<file path="src/rtl/ysyx_24100027_idu_issue_if.sv">
// Issue channel from IDU to EXU: one valid/ready slot carrying decoded operands.
// IDU_ILLEGAL_TRAP_EN adds the out_illegal flag to the channel.
interface ysyx_24100027_idu_issue_if #(
    parameter int XLEN = 32
);
    logic            out_valid;
    logic            out_ready;
    logic [XLEN-1:0] alu_a;
    logic [XLEN-1:0] alu_b;
    logic [3:0]      aluctr;
    logic [XLEN-1:0] out_rs2;
    logic [XLEN-1:0] out_imm;
    logic [XLEN-1:0] out_pc;
    logic [4:0]      out_rd;
    logic            out_rd_wen;
    logic [2:0]      out_cls;
`ifdef IDU_ILLEGAL_TRAP_EN
    logic            out_illegal;

    modport master (
        output out_valid, alu_a, alu_b, aluctr, out_rs2, out_imm, out_pc,
               out_rd, out_rd_wen, out_cls, out_illegal,
        input  out_ready
    );
    modport slave (
        input  out_valid, alu_a, alu_b, aluctr, out_rs2, out_imm, out_pc,
               out_rd, out_rd_wen, out_cls, out_illegal,
        output out_ready
    );
`else
    modport master (
        output out_valid, alu_a, alu_b, aluctr, out_rs2, out_imm, out_pc,
               out_rd, out_rd_wen, out_cls,
        input  out_ready
    );
    modport slave (
        input  out_valid, alu_a, alu_b, aluctr, out_rs2, out_imm, out_pc,
               out_rd, out_rd_wen, out_cls,
        output out_ready
    );
`endif
endinterface

</file>
<file path="src/rtl/ysyx_24100027_idu_issue.sv">
// RV32I decode/issue stage: decode, operand select, one registered issue slot, RAW scoreboard.
// Define IDU_ILLEGAL_TRAP_EN to issue unknown encodings as cls 7 and lock intake until reset.
module ysyx_24100027_idu_issue #(
    parameter int XLEN = 32,
    parameter int NREG = 32
) (
    input  logic            clk,
    input  logic            rst_n,
    input  logic            in_valid,
    output logic            in_ready,
    input  logic [XLEN-1:0] in_inst,
    input  logic [XLEN-1:0] in_pc,
    output logic [4:0]      rf_raddr1,
    output logic [4:0]      rf_raddr2,
    input  logic [XLEN-1:0] rf_rdata1,
    input  logic [XLEN-1:0] rf_rdata2,
    ysyx_24100027_idu_issue_if.master iss,
    input  logic            wb_valid,
    input  logic [4:0]      wb_rd
);
    localparam logic [6:0] OPC_OP     = 7'b0110011;
    localparam logic [6:0] OPC_IMM    = 7'b0010011;
    localparam logic [6:0] OPC_LOAD   = 7'b0000011;
    localparam logic [6:0] OPC_STORE  = 7'b0100011;
    localparam logic [6:0] OPC_BRANCH = 7'b1100011;
    localparam logic [6:0] OPC_JAL    = 7'b1101111;
    localparam logic [6:0] OPC_JALR   = 7'b1100111;
    localparam logic [6:0] OPC_LUI    = 7'b0110111;
    localparam logic [6:0] OPC_AUIPC  = 7'b0010111;
    localparam logic [6:0] OPC_SYS    = 7'b1110011;
    localparam logic [6:0] OPC_FENCE  = 7'b0001111;

    localparam logic [2:0] CLS_ALU    = 3'd0;
    localparam logic [2:0] CLS_LOAD   = 3'd1;
    localparam logic [2:0] CLS_STORE  = 3'd2;
    localparam logic [2:0] CLS_BRANCH = 3'd3;
    localparam logic [2:0] CLS_JAL    = 3'd4;
    localparam logic [2:0] CLS_JALR   = 3'd5;
    localparam logic [2:0] CLS_SYS    = 3'd6;
`ifdef IDU_ILLEGAL_TRAP_EN
    localparam logic [2:0] CLS_ILL    = 3'd7;
`endif

    typedef struct packed {
        logic [XLEN-1:0] alu_a;
        logic [XLEN-1:0] alu_b;
        logic [3:0]      aluctr;
        logic [XLEN-1:0] rs2;
        logic [XLEN-1:0] imm;
        logic [XLEN-1:0] pc;
        logic [4:0]      rd;
        logic            rd_wen;
        logic [2:0]      cls;
    } issue_t;

    // funct3 maps straight onto aluctr[2:0]; only sltu needs remapping
    function automatic logic [3:0] alu_code(input logic [2:0] f3, input logic alt);
        return (f3 == 3'b011) ? 4'b1010 : {alt, f3};
    endfunction

    logic [6:0]      opc;
    logic [6:0]      f7;
    logic [2:0]      f3;
    logic [4:0]      rd, rs1, rs2;
    logic [XLEN-1:0] imm_i, imm_s, imm_b, imm_u, imm_j;

    assign opc = in_inst[6:0];
    assign rd  = in_inst[11:7];
    assign f3  = in_inst[14:12];
    assign rs1 = in_inst[19:15];
    assign rs2 = in_inst[24:20];
    assign f7  = in_inst[31:25];

    assign imm_i = {{20{in_inst[31]}}, in_inst[31:20]};
    assign imm_s = {{20{in_inst[31]}}, in_inst[31:25], in_inst[11:7]};
    assign imm_b = {{19{in_inst[31]}}, in_inst[31], in_inst[7], in_inst[30:25], in_inst[11:8], 1'b0};
    assign imm_u = {in_inst[31:12], 12'b0};
    assign imm_j = {{11{in_inst[31]}}, in_inst[31], in_inst[19:12], in_inst[20], in_inst[30:21], 1'b0};

    assign rf_raddr1 = rs1;
    assign rf_raddr2 = rs2;

    issue_t          dec, slot;
    logic            rs1_used, rs2_used, dec_wen, dec_illegal;
    logic            slot_valid, hazard, fire, locked;
    logic [NREG-1:0] sb, sb_nxt;

    always_comb begin
        dec         = '0;
        dec.pc      = in_pc;
        dec.rd      = rd;
        rs1_used    = 1'b0;
        rs2_used    = 1'b0;
        dec_wen     = 1'b0;
        dec_illegal = 1'b0;
        case (opc)
            OPC_OP: begin
                dec_illegal = !((f7 == 7'b0) || (f7 == 7'b0100000 && (f3 == 3'd0 || f3 == 3'd5)));
                rs1_used    = 1'b1;
                rs2_used    = 1'b1;
                dec.alu_a   = rf_rdata1;
                dec.alu_b   = rf_rdata2;
                dec.rs2     = rf_rdata2;
                dec.aluctr  = alu_code(f3, f7[5]);
                dec_wen     = 1'b1;
            end
            OPC_IMM: begin
                if (f3 == 3'd1)
                    dec_illegal = (f7 != 7'b0);
                else if (f3 == 3'd5)
                    dec_illegal = (f7 != 7'b0) && (f7 != 7'b0100000);
                rs1_used   = 1'b1;
                dec.imm    = (f3 == 3'd1 || f3 == 3'd5) ? {27'b0, in_inst[24:20]} : imm_i;
                dec.alu_a  = rf_rdata1;
                dec.alu_b  = dec.imm;
                dec.aluctr = alu_code(f3, (f3 == 3'd5) && f7[5]);
                dec_wen    = 1'b1;
            end
            OPC_LOAD: begin
                dec_illegal = (f3 == 3'd3) || (f3 == 3'd6) || (f3 == 3'd7);
                rs1_used    = 1'b1;
                dec.imm     = imm_i;
                dec.alu_a   = rf_rdata1;
                dec.alu_b   = imm_i;
                dec.cls     = CLS_LOAD;
                dec_wen     = 1'b1;
            end
            OPC_STORE: begin
                dec_illegal = (f3 > 3'd2);
                rs1_used    = 1'b1;
                rs2_used    = 1'b1;
                dec.imm     = imm_s;
                dec.alu_a   = rf_rdata1;
                dec.alu_b   = imm_s;
                dec.rs2     = rf_rdata2;
                dec.cls     = CLS_STORE;
            end
            OPC_BRANCH: begin
                dec_illegal = (f3 == 3'd2) || (f3 == 3'd3);
                rs1_used    = 1'b1;
                rs2_used    = 1'b1;
                dec.imm     = imm_b;
                dec.alu_a   = rf_rdata1;
                dec.alu_b   = rf_rdata2;
                dec.rs2     = rf_rdata2;
                dec.aluctr  = !f3[2] ? 4'b1000 : (f3[1] ? 4'b1010 : 4'b0010);
                dec.cls     = CLS_BRANCH;
            end
            OPC_LUI: begin
                dec.imm    = imm_u;
                dec.alu_b  = imm_u;
                dec.aluctr = 4'b0011;
                dec_wen    = 1'b1;
            end
            OPC_AUIPC: begin
                dec.imm   = imm_u;
                dec.alu_a = in_pc;
                dec.alu_b = imm_u;
                dec_wen   = 1'b1;
            end
            OPC_JAL: begin
                dec.imm   = imm_j;
                dec.alu_a = in_pc;
                dec.alu_b = 32'd4;
                dec.cls   = CLS_JAL;
                dec_wen   = 1'b1;
            end
            OPC_JALR: begin
                dec_illegal = (f3 != 3'd0);
                rs1_used    = 1'b1;
                dec.imm     = imm_i;
                dec.alu_a   = rf_rdata1;
                dec.alu_b   = imm_i;
                dec.cls     = CLS_JALR;
                dec_wen     = 1'b1;
            end
            OPC_SYS: begin
                // CSR ops read rs1 (non-immediate forms) and write rd; ecall/ebreak do neither
                dec_illegal = (f3 == 3'd4);
                rs1_used    = (f3 == 3'd1) || (f3 == 3'd2) || (f3 == 3'd3);
                dec.imm     = imm_i;
                dec.alu_a   = rf_rdata1;
                dec.alu_b   = imm_i;
                dec.cls     = CLS_SYS;
                dec_wen     = (f3 != 3'd0);
            end
            OPC_FENCE: begin
                dec_illegal = (f3 > 3'd1);
                dec.cls     = CLS_SYS;
            end
            default: dec_illegal = 1'b1;
        endcase
        if (dec_illegal) begin
            dec      = '0;
            dec.pc   = in_pc;
            rs1_used = 1'b0;
            rs2_used = 1'b0;
            dec_wen  = 1'b0;
`ifdef IDU_ILLEGAL_TRAP_EN
            dec.cls  = CLS_ILL;
`endif
        end
        dec.rd_wen = dec_wen && (dec.rd != 5'd0);
    end

    // no wb bypass: a retire in the same cycle still stalls the reader one cycle
    assign hazard   = (rs1_used && sb[rs1]) || (rs2_used && sb[rs2]);
    assign in_ready = rst_n && !hazard && !locked && (!slot_valid || iss.out_ready);
    assign fire     = in_valid && in_ready;

    always_comb begin
        sb_nxt = sb;
        if (wb_valid && wb_rd != 5'd0)
            sb_nxt[wb_rd] = 1'b0;
        if (fire && dec.rd_wen)
            sb_nxt[dec.rd] = 1'b1;
    end

    always_ff @(posedge clk or negedge rst_n) begin
        if (!rst_n) begin
            slot_valid <= 1'b0;
            slot       <= '0;
            sb         <= '0;
        end else begin
            sb <= sb_nxt;
            if (fire) begin
                slot_valid <= 1'b1;
                slot       <= dec;
            end else if (iss.out_ready) begin
                slot_valid <= 1'b0;
            end
        end
    end

`ifdef IDU_ILLEGAL_TRAP_EN
    always_ff @(posedge clk or negedge rst_n) begin
        if (!rst_n)
            locked <= 1'b0;
        else if (fire && dec_illegal)
            locked <= 1'b1;
    end
    assign iss.out_illegal = (slot.cls == CLS_ILL);
`else
    assign locked = 1'b0;
`endif

    assign iss.out_valid  = slot_valid;
    assign iss.alu_a      = slot.alu_a;
    assign iss.alu_b      = slot.alu_b;
    assign iss.aluctr     = slot.aluctr;
    assign iss.out_rs2    = slot.rs2;
    assign iss.out_imm    = slot.imm;
    assign iss.out_pc     = slot.pc;
    assign iss.out_rd     = slot.rd;
    assign iss.out_rd_wen = slot.rd_wen;
    assign iss.out_cls    = slot.cls;
endmodule

</file>
<file path="src/flat_wrapper.sv">
// flat-port wrapper written by rule: the top's interface ports become plain ports
module ysyx_24100027_idu_issue_flat 
#(
    parameter int XLEN = 32,
    parameter int NREG = 32
)
  (clk, rst_n, in_valid, in_ready, in_inst, in_pc, rf_raddr1, rf_raddr2, rf_rdata1, rf_rdata2, wb_valid, wb_rd, iss_out_valid, iss_alu_a, iss_alu_b, iss_aluctr, iss_out_rs2, iss_out_imm, iss_out_pc, iss_out_rd, iss_out_rd_wen, iss_out_cls, iss_out_ready);
  ysyx_24100027_idu_issue_if #(.XLEN(XLEN)) iss_i ();
  input  logic clk;
  input  logic rst_n;
  input  logic in_valid;
  output logic in_ready;
  input  logic [XLEN-1:0] in_inst;
  input  logic [XLEN-1:0] in_pc;
  output logic [4:0] rf_raddr1;
  output logic [4:0] rf_raddr2;
  input  logic [XLEN-1:0] rf_rdata1;
  input  logic [XLEN-1:0] rf_rdata2;
  input  logic wb_valid;
  input  logic [4:0] wb_rd;
  output wire logic [$bits(iss_i.out_valid)-1:0] iss_out_valid;
  output wire logic [$bits(iss_i.alu_a)-1:0] iss_alu_a;
  output wire logic [$bits(iss_i.alu_b)-1:0] iss_alu_b;
  output wire logic [$bits(iss_i.aluctr)-1:0] iss_aluctr;
  output wire logic [$bits(iss_i.out_rs2)-1:0] iss_out_rs2;
  output wire logic [$bits(iss_i.out_imm)-1:0] iss_out_imm;
  output wire logic [$bits(iss_i.out_pc)-1:0] iss_out_pc;
  output wire logic [$bits(iss_i.out_rd)-1:0] iss_out_rd;
  output wire logic [$bits(iss_i.out_rd_wen)-1:0] iss_out_rd_wen;
  output wire logic [$bits(iss_i.out_cls)-1:0] iss_out_cls;
  input wire logic [$bits(iss_i.out_ready)-1:0] iss_out_ready;
  assign iss_out_valid = iss_i.out_valid;
  assign iss_alu_a = iss_i.alu_a;
  assign iss_alu_b = iss_i.alu_b;
  assign iss_aluctr = iss_i.aluctr;
  assign iss_out_rs2 = iss_i.out_rs2;
  assign iss_out_imm = iss_i.out_imm;
  assign iss_out_pc = iss_i.out_pc;
  assign iss_out_rd = iss_i.out_rd;
  assign iss_out_rd_wen = iss_i.out_rd_wen;
  assign iss_out_cls = iss_i.out_cls;
  assign iss_i.out_ready = iss_out_ready;
  ysyx_24100027_idu_issue #(.XLEN(XLEN), .NREG(NREG)) u_core (.clk(clk), .rst_n(rst_n), .in_valid(in_valid), .in_ready(in_ready), .in_inst(in_inst), .in_pc(in_pc), .rf_raddr1(rf_raddr1), .rf_raddr2(rf_raddr2), .rf_rdata1(rf_rdata1), .rf_rdata2(rf_rdata2), .iss(iss_i), .wb_valid(wb_valid), .wb_rd(wb_rd));
endmodule
</file>
<file path="config.mk">
export PLATFORM = sky130hd
export DESIGN_NAME = ysyx_24100027_idu_issue_flat
export DESIGN_NICKNAME = d
export VERILOG_FILES = /design/src/rtl/ysyx_24100027_idu_issue_if.sv /design/src/rtl/ysyx_24100027_idu_issue.sv /design/src/flat_wrapper.sv
export SDC_FILE = /design/constraint.sdc
export NUM_CORES = 1
export LEC_CHECK = 0
export CORE_UTILIZATION = 24
export DETAILED_ROUTE_END_ITERATION = 12
export DONT_BUFFER_PORTS = 1
export HOLD_SLACK_MARGIN = 0.08
export PLACE_DENSITY = 0.43
export SYNTH_ARGS = -nofsm -noshare
export SYNTH_HDL_FRONTEND = slang
export SYNTH_SLANG_ARGS = --single-unit
</file>
<file path="constraint.sdc">
create_clock -name clk -period 3.6 [get_ports clk]
set_input_delay 0.36 -clock clk [delete_from_list [all_inputs] [get_ports clk]]
set_output_delay 0.36 -clock clk [all_outputs]
set_load 0.05 [all_outputs]
</file>
---- Word-level counts from Yosys, hierarchy flattened ----
Index checks and enable logic that the tools add are counted.
operators by class
  equal/unequal tests ..................... 20
  magnitude comparators ................... 8
  divide/modulo/power cells ............... 0
  reductions and logical operators ........ 43
  multipliers ............................. 0
  shift-type cells ........................ 0
  mux-type cells .......................... 33
  bitwise operators ....................... 3
  add/sub/neg operators ................... 0
operators with widths
  kind                count
  $pmux 32 s6         2
  $mux 173            1
  $mux 32             4
  $pmux 32 s2         1
  $and 32x32->32      1
  $not 32->32         1
  $or 32x32->32       1
  $eq 7x6->1 const B  4
  $eq 7x7->1 const B  4
  $lt 5x6->1 const B  4
  $pmux 3 s6          1
  $mux 4              4
  $pmux 4 s4          1
  $eq 7x5->1 const B  2
  $reduce_or 7->1     2
  $logic_and 1x1->1   13
  $eq 3x3->1 const B  4
  $mux 1              12
  $bmux 1 s5          2
  $demux 1 s5         2
  $ge 5x1->1 const B  2
  $logic_or 1x1->1    10
  $reduce_bool 5->1   2
  $pmux 1 s9          1
  other kinds (17)    26
word-level totals
  ROM bits ................................ 0
  bits in latches ......................... 0
  output and inout bits ................... 185
  memory bits (writable) .................. 0
  bits of input ports ..................... 138
  word-level logic and storage cells ...... 118
  register bits after elaboration ......... 206
  memories ................................ 0

---- Longest topological paths before layout ----
  depth in word-level cells ............... 15
  depth in mapped cells ................... 13

---- Worst setup path after synthesis ----
OpenSTA, ideal clock, no wires.
  path type ............................... in2out
  start point ............................. input in_inst[15]
  end point ............................... output in_ready
  slack ................................... 0.630 ns
  stages on the path ...................... 7
  required time ........................... 3.240 ns
  data arrival time ....................... 2.610 ns
  cell sequence ........................... buf_2 mux4_2 nor2b_1 a211o_1 a21oi_1 o31ai_1 a21oi_1
on the way
  cells in the longest elaborated chain, start to end .. 7
ends and longest elaborated chain
  item                             line                            text
  from (decl)                      flat_wrapper.sv:13              input logic [XLEN-1:0] in_inst;
  $bmux 1 s5                       ysyx_24100027_idu_issue.sv:207  assign hazard = (rs1_used && sb[rs1]) || (rs2_used && sb[rs2]);
  $mux 1 (not written as such)     ysyx_24100027_idu_issue.sv:207
  $logic_and 1x1->1                ysyx_24100027_idu_issue.sv:207
  $logic_or 1x1->1                 ysyx_24100027_idu_issue.sv:207
  $logic_not 1->1                  ysyx_24100027_idu_issue.sv:208  assign in_ready = rst_n && !hazard && !locked && (!slot_valid || iss.out_ready);
  $logic_and 1x1->1 (2 in series)  ysyx_24100027_idu_issue.sv:208
  to (decl)                        flat_wrapper.sv:12              output logic in_ready;
No other way between the ends. The select of a mux whose other input is x is not followed.

---- Final worst setup path ----
  start point ............................. register u_core.sb[5]
  end point ............................... output in_ready
on the way
  cells in the longest elaborated chain, start to end .. 7
  elaborated cells between the ends (all ways) .. 10
  those cells by class .................... 4 x mux; 6 x reduce/logical
ends and longest elaborated chain
  item                               line                            text
  from (decl)                        ysyx_24100027_idu_issue.sv:86   logic [NREG-1:0] sb, sb_nxt;
  from (signal assigned)             ysyx_24100027_idu_issue.sv:225  sb <= sb_nxt;
  $bmux 1 s5                         ysyx_24100027_idu_issue.sv:207
  $mux 1 (not written as such)       ysyx_24100027_idu_issue.sv:207
  $logic_and 1x1->1                  ysyx_24100027_idu_issue.sv:207
  $logic_or 1x1->1 *                 ysyx_24100027_idu_issue.sv:207
  $logic_not 1->1 *                  ysyx_24100027_idu_issue.sv:208
  $logic_and 1x1->1 * (2 in series)  ysyx_24100027_idu_issue.sv:208
Every way passes the cells marked *; elsewhere a longest branch is shown, timed or not. The select of a mux whose other input is x is not followed.

==> metrics.yaml <==
outcome: "finished with violations"
violations: "hold timing"
port_buffers: 0
vias_per_cell: 5.60
cts_resized: 0
min_path_type: "in -> async"
leakagePower_nw: 4.82
drv_cap: 0
post-route-min-period_ps: 3330
vias: 7997
nFillCells: 4058
area_growth_pct: 25.4
path_cells: "mux4_2, nor2b_1, a211o_1, a21oi_1, o31ai_1, buf_4, a21oi_1, buf_4"
synth.distinct_cells: 59
end_kind: "output port"
drtAntennaViolNets: 0
required_ps: 3240
io_pins: 323
synthFlopType: "dfrtp_1"
grt-ovfl-total: 0
arrival_ps: 2970
yosysSeqAreaShare: 0.526
synthAdderAreaFrac: 0
grt_usage: 0.188
synth.avg_cell_area_um2: 12.0
cp_max_fo: 5
clk_latency_ps: 540
num_antenna_cells: 0
syn-num-nets: 952
synth_top_family_by_area: "compound AO/OA/AOI/OAI gates"
gp_congestion: 0.854
cp-start-kind: "flip-flop"
synth_compound_area_frac: 0.281
clk_pin_slew_ps: 60
yosys.area_share.simple: 0.0637
drive_gt1_frac: 0.142
fmax_mhz: 300
critPathKind: "reg -> out"
postLayoutCellArea_um2: 12300
dieWidth_um: 204
clockBufferDepth: 3
root_buffer: "clkbuf_16"
grt_max_degree: 210
synth_mux_area_frac: 0.0757
cts_tree: "done"
placed_cells: 1265
wl_per_cell_um: 28.0
dr.pass1.iters: 7
synth_edf_count: 0
slew-limit-headroom: 0.418
max_stage_delay_ps: 460
ys_seq_elements: 206
coreArea_um2: 40000
synth_cells: 814
fin_skew_ps: 15.6
grt_pass1_wl_mm: 58.3
yosysWarningCount: 0
grt_pass1_vias: 8273
cts_made_buffers: 25
setup_viol: 0
synthXorXnorAreaFrac: 0.00179
start_util: 0.245
period_share: 0.925
syn_area_um2: 9810
slew_violations: 0
hold_viol: 206
tightest_slew_ps: 873
drtIter0Drc: 697
drcViolationCount: 0
antenna_found_initial: 0
fin_nets: 1028
cts_htree_levels: 1
async_flop_share: 1.00
cts.sinks: 206
place_area_um2: 10300
power_density_nw_per_um2: 464
tns_ps: 0
die_h_um: 204
critPathSlowestCell: "mux4_2"
dieArea_um2: 41700
wl_mm: 40.0
cts_setup_buffers: 0
fin_cells: 1429
rsz0062_at_grt: "false"
max-vdd-ir-drop_v: 0.000315
hold-worst-slack_ps: -475
rows: 73
place.detailed.hpwl_mm: 25.4
hold_buffers: 123
[worst paths after layout]
path                                        start                                 end  slack (ps)  cells after the start
setup reg to reg           u_core.sb[5]$_DFF_PN0_             u_core.sb[13]$_DFF_PN0_         540                      7
max in group asynchronous                   rst_n  u_core.iss.out_rs2[21]$_DFFE_PN0P_        3700                      0
hold / removal                              rst_n   u_core.iss.out_pc[30]$_DFFE_PN0P_        -470                      0
min in group clk                      in_inst[22]     u_core.iss.alu_b[2]$_DFFE_PN0P_          90                      2
setup / recovery           u_core.sb[5]$_DFF_PN0_                            in_ready         270                      8
hold reg to reg            u_core.sb[0]$_DFF_PN0_              u_core.sb[0]$_DFF_PN0_         390                      0
[state kept, by name (all words and copies together) (netlist names), 4 cells and up]
name,flops
u_core.sb,32
u_core.iss.out_rs2,32
u_core.iss.out_pc,32
u_core.iss.alu_b,32
u_core.iss.aluctr,4
u_core.iss.out_rd,5
u_core.iss.out_imm,32
u_core.iss.alu_a,32
[Yosys cell counts, drive strengths merged, types with 10 or more instances]
library cell  instances  share of area
a221oi               21          0.019
or3                  11         0.0070
o21ai                43          0.022
o2bb2ai              93          0.085
a32o                 40          0.041
a22oi                44          0.034
dfrtp               206           0.53
nand3                10         0.0051
mux4                 15          0.034
o41ai                25          0.028
clkbuf               45          0.017
buf                  50          0.032
nand2                27          0.010
a21oi                29          0.015
nand2b               10         0.0064
mux2                 35          0.040
[layout by cell type (no fill, tap or decap), types with 9 or more instances in the layout]
cell type,count
nand2_1,27
mux2_2,35
o2bb2ai_1,90
o21ai_0,41
nand3_1,10
or3_1,10
nand2b_1,10
mux4_2,15
a22oi_1,44
dfrtp_1,206
a221oi_1,20
nor2_1,9
clkbuf_16,25
o41ai_1,18
a21oi_1,28
dlygate4sd3_1,123
buf_4,15
a32o_1,40
[report_power, final]
part | switching, W | internal, W | leakage, nW | total, W
registers | 0.000341 | 0.00239 | 2.80 | 0.00273
clock network | 0.00102 | 0.00151 | 0.385 | 0.00253
logic | 0.000228 | 0.000221 | 1.63 | 0.000449
[critical path, delay by kind of cell (launching register included)]
family,cells,cell delay (ps)
muxes,1,460
and+or+nand+nor,1,140
buffers and inverters,2,460
DFF,1,390
AOI/OAI and AO/OA,4,980
[final cells by class]
type / count / area, um^2 / share of cell area
Clock buffer: 37 / 721 / 0.0586
Sequential cell: 206 / 5150 / 0.419
Multi-Input combinational cell: 506 / 4200 / 0.342
Inverter: 7 / 26.3 / 0.00214
Clock inverter: 4 / 76.3 / 0.00620
Tap cell: 525 / 657 / 0.0534
Timing Repair Buffer: 144 / 1460 / 0.119
[metal layers]
| metal | vias up | wire [um] | GRT usage |
|---|---|---|---|
| met2 | 437 | 17900 | 0.290 |
| met3 | 62 | 3880 | 0.0604 |
| met1 | 4091 | 17200 | 0.249 |
| li1 | 3407 | - | - |
| met4 | 0 | 1120 | 0.0533 |
| met5 | - | 0 | 0 |
[logic make-up (layout without fill, tap and decap cells)]
logic type	after synthesis	in the layout
flops	206	206
compound gates	342	342
mux	51	51
buf+inv	102	192
xor+xnor	2	2
simple gates	111	111
[per-stage QoR]
stage,setup WS [ps],hold slack [ps],utilization,total power [W]
after CTS,218,-510,0.307,0.00578
after floorplan,630,64.4,-,0.00302
after detailed placement,276,69.1,0.257,0.00306
after global routing,133,-512,0.307,0.00592
final,270,-475,0.307,0.00571
after global placement,288,70.1,0.257,0.00306
No activity file was read; power rests on OpenSTA's default activity.
